==> src/rtl/motor_run_ctrl.sv <==
// Run/pause/brake sequencer with a seconds countdown for the DC motor H-bridge.
// Optional MOTOR_RUN_CTRL_BCD_EN adds a registered two-digit BCD copy of remain_sec.
module motor_run_ctrl #(
    parameter int TICK_DIV = 100_000_000,
    parameter int MAX_SEC  = 99,
    parameter int DEAD_CYC = 1_000_000
) (
    input  logic       clk,
    input  logic       reset,
    input  logic       btn_set,
    input  logic       btn_up,
    input  logic       btn_run,
    input  logic [1:0] motor_direction,
    output logic       o_run,
    output logic [3:0] o_state,
    output logic [1:0] in1_in2,
    output logic [6:0] remain_sec,
`ifdef MOTOR_RUN_CTRL_BCD_EN
    output logic [7:0] remain_bcd,
`endif
    output logic       done
);

    localparam int TW = (TICK_DIV > 1) ? $clog2(TICK_DIV) : 1;
    localparam int DW = (DEAD_CYC > 0) ? $clog2(DEAD_CYC + 1) : 1;
    localparam logic [TW-1:0] TICK_LAST = TW'(TICK_DIV - 1);
    localparam logic [DW-1:0] DEAD_LAST = DW'(DEAD_CYC - 1);
    localparam logic [6:0]    SEC_MAX   = 7'(MAX_SEC);

    typedef enum logic [3:0] {
        S_IDLE  = 4'd0,
        S_SET   = 4'd1,
        S_RUN   = 4'd2,
        S_PAUSE = 4'd3,
        S_BRAKE = 4'd4
    } state_t;

    state_t          state_q, state_d;
    logic [TW-1:0]   tick_q, tick_d;
    logic [DW-1:0]   dead_q, dead_d;
    logic [1:0]      dir_q, dir_d;
    logic [1:0]      pend_q, pend_d;   // direction requested while braking
    logic [6:0]      remain_d;
    logic            done_d;
    logic [1:0]      drive_d;
    logic            run_d;
    logic            tick_wrap;

    assign o_state   = state_q;
    assign tick_wrap = (tick_q == TICK_LAST);

    // NOTE: synchronous reset, so it lives inside the clocked branch and not in the sensitivity list.
    always_ff @(posedge clk) begin
        if (!reset) begin
            state_q    <= S_IDLE;
            tick_q     <= '0;
            dead_q     <= '0;
            dir_q      <= 2'b00;
            pend_q     <= 2'b00;
            remain_sec <= '0;
            done       <= 1'b0;
            in1_in2    <= 2'b00;
            o_run      <= 1'b0;
        end else begin
            state_q    <= state_d;
            tick_q     <= tick_d;
            dead_q     <= dead_d;
            dir_q      <= dir_d;
            pend_q     <= pend_d;
            remain_sec <= remain_d;
            done       <= done_d;
            in1_in2    <= drive_d;
            o_run      <= run_d;
        end
    end

    // NOTE: every signal gets a default before the case so no path infers a latch.
    always_comb begin
        state_d  = state_q;
        tick_d   = tick_q;
        dead_d   = dead_q;
        dir_d    = dir_q;
        pend_d   = pend_q;
        remain_d = remain_sec;
        done_d   = 1'b0;
        case (state_q)
            S_IDLE: begin
                if (btn_set) begin
                    state_d  = S_SET;
                    remain_d = '0;
                end
            end
            S_SET: begin
                if (btn_set) begin
                    state_d  = S_IDLE;
                    remain_d = '0;
                end else if (btn_run) begin
                    if (remain_sec != '0) begin
                        state_d = S_RUN;
                        tick_d  = '0;
                        dir_d   = motor_direction;
                    end
                end else if (btn_up && remain_sec < SEC_MAX) begin
                    remain_d = remain_sec + 7'd1;
                end
            end
            S_RUN, S_BRAKE: begin
                if (btn_set) begin
                    state_d  = S_IDLE;
                    remain_d = '0;
                    tick_d   = '0;
                end else if (btn_run) begin
                    state_d = S_PAUSE;
                end else begin
                    tick_d = tick_wrap ? '0 : tick_q + 1'b1;
                    if (tick_wrap && remain_sec <= 7'd1) begin
                        // Expiry wins over any pending direction work.
                        state_d  = S_IDLE;
                        remain_d = '0;
                        done_d   = 1'b1;
                    end else begin
                        if (tick_wrap)
                            remain_d = remain_sec - 7'd1;
                        if (state_q == S_RUN) begin
                            if (motor_direction != dir_q) begin
                                state_d = S_BRAKE;
                                dead_d  = '0;
                                pend_d  = motor_direction;
                            end
                        end else if (motor_direction != pend_q) begin
                            dead_d = '0;
                            pend_d = motor_direction;
                        end else if (dead_q == DEAD_LAST) begin
                            state_d = S_RUN;
                            dir_d   = motor_direction;
                        end else begin
                            dead_d = dead_q + 1'b1;
                        end
                    end
                end
            end
            S_PAUSE: begin
                if (btn_set) begin
                    state_d  = S_IDLE;
                    remain_d = '0;
                    tick_d   = '0;
                end else if (btn_run) begin
                    state_d = S_RUN;
                    dir_d   = motor_direction;
                end
            end
            default: state_d = S_IDLE;
        endcase
    end

    // Drive pins are decoded from the next state so they register alongside it.
    always_comb begin
        drive_d = 2'b00;
        run_d   = 1'b0;
        case (state_d)
            S_RUN: begin
                run_d = 1'b1;
                case (dir_d)
                    2'b01:   drive_d = 2'b10;
                    2'b10:   drive_d = 2'b01;
                    default: drive_d = 2'b00;
                endcase
            end
            S_BRAKE: begin
                run_d   = 1'b1;
                drive_d = 2'b11;
            end
            default: ;
        endcase
    end

`ifdef MOTOR_RUN_CTRL_BCD_EN
    function automatic logic [7:0] to_bcd(input logic [6:0] v);
        logic [6:0] tens;
        logic [6:0] ones;
        tens = v / 7'd10;
        ones = v % 7'd10;
        return {tens[3:0], ones[3:0]};
    endfunction

    always_ff @(posedge clk) begin
        if (!reset)
            remain_bcd <= 8'h00;
        else
            remain_bcd <= to_bcd(remain_d);
    end
`endif

endmodule

==> config.mk <==
export PLATFORM = sky130hd
export DESIGN_NAME = motor_run_ctrl
export DESIGN_NICKNAME = d
export VERILOG_FILES = /design/src/rtl/motor_run_ctrl.sv
export SDC_FILE = /design/constraint.sdc
export NUM_CORES = 1
export LEC_CHECK = 0
export ABC_AREA = 0
export CAP_MARGIN = 40
export CORE_UTILIZATION = 45
export CTS_CLUSTER_DIAMETER = 50
export DETAILED_ROUTE_END_ITERATION = 6
export PLACE_DENSITY = 0.75
export SLEW_MARGIN = 20
export SYNTH_ARGS = -nofsm -noshare
export SYNTH_HDL_FRONTEND = slang
export SYNTH_SLANG_ARGS = --single-unit
==> constraint.sdc <==
create_clock -name clk -period 2.22 [get_ports clk]
set_input_delay 0.444 -clock clk [delete_from_list [all_inputs] [get_ports clk]]
set_output_delay 0.444 -clock clk [all_outputs]
set_load 0.005 [all_outputs]
Yosys cells after proc, flatten, opt, wreduce, memory -nomap -nowiden:

Index checks and enable logic that the tools add are counted.
W data, S select, Z words.

* add/sub/neg operators: 4
* $lt $le $gt $ge: 2
* eq/ne operators: 23
* muxes and demuxes: 54
* bitwise gates (word level): 5
* reductions and logical operators: 15

Operators by type and width (count)
* $mux W27: 7
* $pmux W27 S3: 1
* $mux W20: 4
* $mux W7: 8
* $mux W4: 13
* $mux W2: 14
* $add A27 B1 Y27 const B: 1
* $eq A27 B27 Y1 const B: 1
* $reduce_and A6 Y1: 4
* $pmux W7 S3: 1
* $add A20 B1 Y20 const B: 1
* $eq A20 B20 Y1 const B: 1
* $pmux W4 S4: 1
* $eq A4 B2 Y1 const B: 3
* $ne A3 B3 Y1 const B: 4
* $eq A4 B3 Y1 const B: 2
* $ne A2 B2 Y1 const B: 4
* $pmux W2 S2: 2
* $add A7 B1 Y7 const B: 1
* $le A7 B1 Y1 const B: 1
* $lt A7 B7 Y1 const B: 1
* $reduce_bool A7 Y1: 1
* $sub A7 B1 Y7 const B: 1
* $pmux W2 S3: 1
* 14 further kinds: 25

* register bits: 66
* input port bits: 7
* logic and storage cells: 112

Logic depth before layout (Yosys ltp):

Gate-level depths: netlist of the first run.

* depth after elaboration: 11
* mapped depth: 10
* mapped depth without buffers: 8

Worst setup path after synthesis of the first run:

OpenSTA, ideal clock, no wires.

* kind: flip-flop to flip-flop
* start: reg remain_sec[0]
* end: reg tick_q[22]
* setup time: 0.117 ns
* arrival time: 2.001 ns
* path slack: 0.101 ns
* stages on the path, launching flop included: 11
* path buffers: 2
* path through: dfxtp_1 > buf_6 > inv_1 > ha_1 > or3b_2 > o21ai_1 > a211oi_2 > buf_4 > nand4_1 > xnor2_1 > nor2_1

* cells in the longest elaborated chain, start to end: 3

RTL lines
* from (decl): line 17 `output logic [6:0] remain_sec,`
* from (signal assigned): line 70 `remain_sec <= remain_d;`
* $reduce_bool A7 Y1: line 98 `if (remain_sec != '0) begin`
* $ne A2 B2 Y1 (no source line)
* $reduce_and A6 Y1 (no source line)
* to (signal assigned): line 66 `tick_q <= tick_d;`
* to (decl): line 39 `logic [TW-1:0] tick_q, tick_d;`

Every way passes these cells.
A chain may end at the register's enable or synchronous reset.

Final worst setup path of the first run:

* start: reg remain_sec[1]
* end: reg dead_q[15]

* cells in the longest elaborated chain, start to end: 4

RTL lines
* $le A7 B1 Y1: line 116 `if (tick_wrap && remain_sec <= 7'd1) begin`
* $logic_and A1 B1 Y1: line 116
* $not A1 Y1 (no source line)
* $reduce_and A6 Y1 (no source line)
* to (signal assigned): line 57 `dead_q <= '0;`
* to (signal assigned): line 67 `dead_q <= dead_d;`
* to (decl): line 40 `logic [DW-1:0] dead_q, dead_d;`

Every way passes these cells.

==> flow_summary.toml, run 1 <==
[outcome]
status = "complete, but fails checks"
violations = "negative setup slack"

[global_routing]
overflow = 0
grtUsageTotal = 0.246
grt_max_degree = 27
antenna_found_initial = 0
grt_pass1_vias = 3885
grt_pass1_wl_um = 17900

[route]
avgRoutedWirePerCell_um = 16.6
drc_errors = 0
vias_per_cell = 6.05
drt_wl_total_um = 11500
vias = 4204
dr.pass1.iters = 5
drt_first_iter_violations = 276
postRouteAntennaNets = 0

[die]
core_sq_mm = 0.00868
die_area_sq_mm = 0.00929
fp.dieW_um = 96.4
placementRows = 34
initial_core_util = 0.462
io-pin-count = 22
die_y_um = 96.4

[timing]
fin_crit_sh = 1.01
worstMarginPinSlew_ps = 621
fin_skew_ps = 8.59
rsz0062_at_grt = "true"
slew_violations = 0
fin_crit_ps = 2250
relSlewSlack = 0.585
finalHoldViolCount = 0
fmax_mhz = 445
whs_ps = 485
layout_setup_ws_ps = -26.1
setup_viol = 9
fin_tns_setup_ps = -115

[clocking]
clkTransAtPathRegs_ps = 70
cts_buffer_depth = 2
clock_sink_count = 66
insertion_delay_ps = 340
cts_tree = "built"
cts_root_buffer = "clkbuf_8"
htreeDepth = 3
holdBufCountCts = 0
cts_buffers = 9

[layout]
fin_util = 0.623
synthToLayoutAreaGrowth_pct = 34.9
n_antenna_cell = 0
multi_input_area_sq_mm = 0.00268
nets = 595
design_area_sq_mm = 0.00541
nFillCells = 730
drive_above_1_share = 0.283
regArea_sq_mm = 0.00133

[placed_design]
place_area_sq_mm = 0.00484
gp_congestion = 0.909
io_buffers = 21
dp_hpwl_um = 7850

[worst_setup_path]
crit_arrival_ps = 2510
crit_required_ps = 2480
crit_type = "register to register"
startpoint_type = "register"
cp-end-kind = "register"
cp_max_fo = 7

[yosys]
synth.area.top_cells = "dfxtp_1 33%, xor2_1 5.5%, nor2_1 4.7%"
ys.flop_type = "dfxtp_1"
yosysTopAreaCellShare = 0.330
synth_cell_types = 75
synth_commonest_cells = "66 x dfxtp_1, 50 x nor2_1, 45 x nand2_1, 27 x a21oi_1, 26 x nand3_1"
synth_simple_gate_area_frac = 0.334
synthCells = 486
synth_largest_area_cell = "dfxtp_1"
synthAdderAreaFrac = 0.0187
synth-edff-count = 0
synth_nets = 499
synth_compound_area_frac = 0.183
synth_warnings = 0
synth.avg_cell_area_sq_um = 8.25
synth_xor_xnor_area_share = 0.0699
synth.mux.area_fraction = 0.0125
yosysMostFrequentCell = "dfxtp_1"
async_flop_share = 0
synth_top_family_by_area = "simple AND/OR/NAND/NOR gates"
seq_area_frac_synth = 0.330
netlist_area_sq_mm = 0.00401
yosys_register_bits = 66

[run]
cap_violations = 0

[pwr]
power_leakage_uw = 0.00205
irDropWorstVdd_mv = 0.319
p_per_area_mw_per_mm2 = 450
fin_total_pwr_uw = 2430

[hold_path]
hold_class = "register to register"
==> sequential cells by signal (all words and copies together), names as in the netlist <==
register / count
o_run: 1
in1_in2: 2
done: 1
o_state: 4
tick_q: 27
dir_q: 2
pend_q: 2
dead_q: 20
remain_sec: 7
==> cells by family (layout without fill, tap and decap cells) <==
family                     after synthesis  in the layout
other                                    1              1
and+or+nand+nor                        235            235
buffers and inverters                   41            142
DFF                                     66             66
AOI/OAI and AO/OA                      100            100
muxes                                    5              5
adders and majority gates                6              6
xor gates and xnor gates                32             32
==> worst paths after layout <==
kind,cells past startpoint,end,slack (ps),from
worst max-delay path,9,dead_q[15],-30,remain_sec[1]
worst min-delay path,2,dead_q[17],480,dead_q[17]
worst max register to register,9,dead_q[15],-30,remain_sec[1]
worst min register to register,2,dead_q[17],480,dead_q[17]
==> metal layers <==
layer  vias up  GRT usage  share of wire
met5         -          0              0
met4         0     0.0931          0.022
met3        33     0.0571          0.060
met2       152      0.423           0.50
met1      2032      0.299           0.42
li1       1987          -              -
==> area by class of cell <==
type | count | area share
Clock inverter | 4 | 0.00903
Sequential cell | 66 | 0.246
Tap cell | 108 | 0.0250
Multi-Input combinational cell | 379 | 0.495
Clock buffer | 12 | 0.0287
Timing Repair Buffer | 112 | 0.186
Inverter | 14 | 0.0102
==> report_power, final <==
part	internal, uW	total, uW	switching (uW)
Sequential	1190	1190	4.65
Combinational	86.4	198	112
Clock	581	1040	463
==> worst max-delay path: stages, from the launching register on <==
cell and delay (ps):
dfxtp_1 340, inv_1 80, ha_1 190, o211a_1 260, nand3_2 160, nand4_1 160
buf_6 170, buf_12 130, or4_1 500, a21oi_1 160
==> cell usage in the layout (no fill, tap or decap), types with 3 or more instances in the layout <==
| cell | instances |
|---|---|
| buf_4 | 81 |
| dfxtp_1 | 59 |
| nor2_1 | 50 |
| nand2_1 | 44 |
| nand3_1 | 25 |
| xor2_1 | 23 |
| a21oi_1 | 22 |
| nand4_1 | 19 |
| clkdlybuf4s50_1 | 18 |
| inv_1 | 13 |
| and3_1 | 11 |
| or4_1 | 11 |
| clkbuf_8 | 11 |
| or3_1 | 8 |
| nand3b_1 | 8 |
| a31oi_1 | 8 |
| xnor2_1 | 7 |
| dfxtp_2 | 7 |
| nand2b_1 | 6 |
| and2_1 | 6 |
| nor3_1 | 6 |
| o21ai_0 | 6 |
| ha_1 | 6 |
| mux2i_1 | 5 |
| a21oi_2 | 5 |
| o31ai_1 | 5 |
| and4_1 | 4 |
| o21ai_2 | 4 |
| a211oi_2 | 3 |
| o211a_1 | 3 |
| o2111ai_1 | 3 |
| and4_4 | 3 |
| a311o_1 | 3 |
| a211oi_1 | 3 |
| buf_12 | 3 |
| buf_6 | 3 |
==> through the flow <==
step / worst slack [ps] / std cells
3_5_place_dp: -453 / 668
3_3_place_gp: -327 / 668
2_1_floorplan: 101 / 486
5_1_grt: -111 / 695
6_report: -26.1 / 695
4_1_cts: -18.8 / 689
==> timing repair <==
action / 4_1_cts / 5_1_grt
resized for setup: 17 / 46
cloned: 1 / 2
setup buffers: 4 / 5
hold endpoints to repair: 0 / 0
pin swaps: 9 / 30
setup endpoints to repair: 53 / 60
(Power assumes the default switching activity.)
==> inputs of run 2 (changes only) <==
--- a/config.mk
+++ b/config.mk
@@ -11,7 +11,7 @@
 export CTS_CLUSTER_DIAMETER = 50
 export DETAILED_ROUTE_END_ITERATION = 6
 export PLACE_DENSITY = 0.75
-export SLEW_MARGIN = 20
+export SLEW_MARGIN = 0
 export SYNTH_ARGS = -nofsm -noshare
 export SYNTH_HDL_FRONTEND = slang
 export SYNTH_SLANG_ARGS = --single-unit
==> results of run 2 <==
Same layout as run 1: the final DEF is identical, and so are final timing and power.
==> inputs of run 3 (changes only) <==
--- a/config.mk
+++ b/config.mk
@@ -8,10 +8,11 @@
 export ABC_AREA = 0
 export CAP_MARGIN = 40
 export CORE_UTILIZATION = 45
+export CTS_BUF_LIST = sky130_fd_sc_hd__clkbuf_2 sky130_fd_sc_hd__clkbuf_4 sky130_fd_sc_hd__clkbuf_8
 export CTS_CLUSTER_DIAMETER = 50
 export DETAILED_ROUTE_END_ITERATION = 6
 export PLACE_DENSITY = 0.75
-export SLEW_MARGIN = 0
+export SLEW_MARGIN = 5
 export SYNTH_ARGS = -nofsm -noshare
 export SYNTH_HDL_FRONTEND = slang
 export SYNTH_SLANG_ARGS = --single-unit
==> flow_summary.toml, run 3 (synthesis results as in run 1) <==
[worst_setup_path]
r2r_end = "dead_q[15]"
startpoint_type = "register"
rrSetupSlack_ps = -30
cp-end-kind = "register"
crit_type = "register to register"
r2r_start = "remain_sec[1]"
crit_required_ps = 2480
cp_max_fo = 7
r2r_cells = 9
crit_arrival_ps = 2520

[timing]
setup_viol = 9
relSlewSlack = 0.584
layout_setup_ws_ps = -31.0
worstMarginPinSlew_ps = 623
finalHoldViolCount = 0
rsz0062_at_grt = "true"
fin_crit_ps = 2250
fmax_mhz = 444
slew_violations = 0
whs_ps = 487
fin_skew_ps = 9.67
fin_crit_sh = 1.01

[pwr]
p_sw_frac = 0.238
p_seq_frac = 0.487
net-switching-power_uw = 582
p_per_area_mw_per_mm2 = 453
power_leakage_uw = 0.00206
irDropWorstVdd_mv = 0.319
p_int_uw = 1870
pwr-share-clk = 0.432
p_comb_frac = 0.081
fin_total_pwr_uw = 2450

[outcome]
status = "complete, but fails checks"
violations = "negative setup slack"

[clocking]
insertion_delay_ps = 340
cts_tree = "built"
cts_root_buffer = "clkbuf_8"
clkTransAtPathRegs_ps = 70
htreeDepth = 3
cts_buffer_depth = 2
cts_buffers = 9
clock_sink_count = 66

[die]
placementRows = 34
die_area_sq_mm = 0.00929
die_y_um = 96.4
core_sq_mm = 0.00868
fp.dieW_um = 96.4
initial_core_util = 0.462
io-pin-count = 22

[route]
drt_wl_total_um = 11600
postRouteAntennaNets = 0
drt_first_iter_violations = 265
avgRoutedWirePerCell_um = 16.7
vias_per_cell = 6.08
vias = 4224
drc_errors = 0
dr.pass1.iters = 5

[layout]
final_common_cell = "buf_4"
design_area_sq_mm = 0.00541
nFillCells = 728
regArea_sq_mm = 0.00133
drive_above_1_share = 0.284
largest_register_ffs = 27
synthToLayoutAreaGrowth_pct = 35.0
multi_input_area_sq_mm = 0.00268
reg_top3 = "tick_q: 27 flops, dead_q: 20 flops, remain_sec: 7 flops"
finalNonFillerCells = 695
regMostFlops = "tick_q"
nets = 595
n_antenna_cell = 0
most-common-layout-cells = "81 x buf_4, 59 x dfxtp_1, 50 x nor2_1, 44 x nand2_1, 25 x nand3_1"

[hold_path]
hold_start = "dead_q[17]"
hold_class = "register to register"
worstHoldEndpoint = "dead_q[17]"
min_path_cells = 2

[global_routing]
grtUsageTotal = 0.247
antenna_found_initial = 0
grt_max_degree = 27
grt_pass1_vias = 3891
grt_pass1_wl_um = 17900
overflow = 0

[placed_design]
gp_congestion = 0.909
io_buffers = 21
dp_hpwl_um = 7850
dpl.cell_count = 668
place_area_sq_mm = 0.00484

[run]
cap_violations = 0
run 3: cell counts in the layout (fill, tap and decap cells not counted):
No cell type changed its count.
run 3: worst max path at each step:
stage / startpoint / to / slack, ps / depth (start not counted)
finish: remain_sec[1] / dead_q[15] / -30 / 9
global route: remain_sec[1] / dead_q[15] / -110 / 9
CTS: motor_direction[0] / dead_q[15] / -20 / 9
detailed placement: motor_direction[1] / dead_q[15] / -450 / 8
global placement: btn_set / remain_sec[5] / -330 / 8
floorplan: remain_sec[0] / tick_q[22] / 100 / 10
run 3: layout make-up:
type | instances | share of cell area
Clock inverter | 4 | 0.00902
Sequential cell | 66 | 0.246
Multi-Input combinational cell | 379 | 0.495
Inverter | 14 | 0.0102
Clock buffer | 12 | 0.0294
Timing Repair Buffer | 112 | 0.186
Tap cell | 108 | 0.0250
run 3: power groups by stage:
stage	clock (uW)	sequential, uW	combinational (uW)
6_report	1060	1190	199
5_1_grt	1130	1190	212
4_1_cts	1080	1190	187
3_5_place_dp	0	1220	185
3_3_place_gp	0	1220	180
2_1_floorplan	0	1220	94.0
run 3: metal layers:
layer	routed length, um	global-route usage
met1	4880	0.300
met2	5750	0.423
met3	660	0.0571
met4	310	0.0931
met5	0	0
run 3: metrics by stage:
| step | util | setup TNS [ps] | setup slack (ps) |
|---|---|---|---|
| final | 0.623 | -117 | -31.0 |
| after global routing | 0.623 | -1730 | -111 |
| after CTS | 0.596 | -26.3 | -18.8 |
| after detailed placement | 0.558 | -18670 | -453 |
| after global placement | 0.558 | -14810 | -327 |
| after floorplan | - | 0 | 101 |
run 3: critical path: stages, from the launching register on:
cell	delay, ps
dfxtp_1	340
inv_1	80
ha_1	190
o211a_1	260
nand3_2	160
nand4_1	160
buf_6	170
buf_12	130
or4_1	500
a21oi_1	160
run 3: what timing repair did:
| action | 4_1_cts | 5_1_grt |
|---|---|---|
| setup endpoints to repair | 53 | 60 |
| hold buffers | 0 | 0 |
| resized for setup | 17 | 46 |
| hold endpoints to repair | 0 | 0 |
| buffers inserted | 4 | 5 |
| pin swaps | 9 | 29 |
| gates cloned | 1 | 2 |
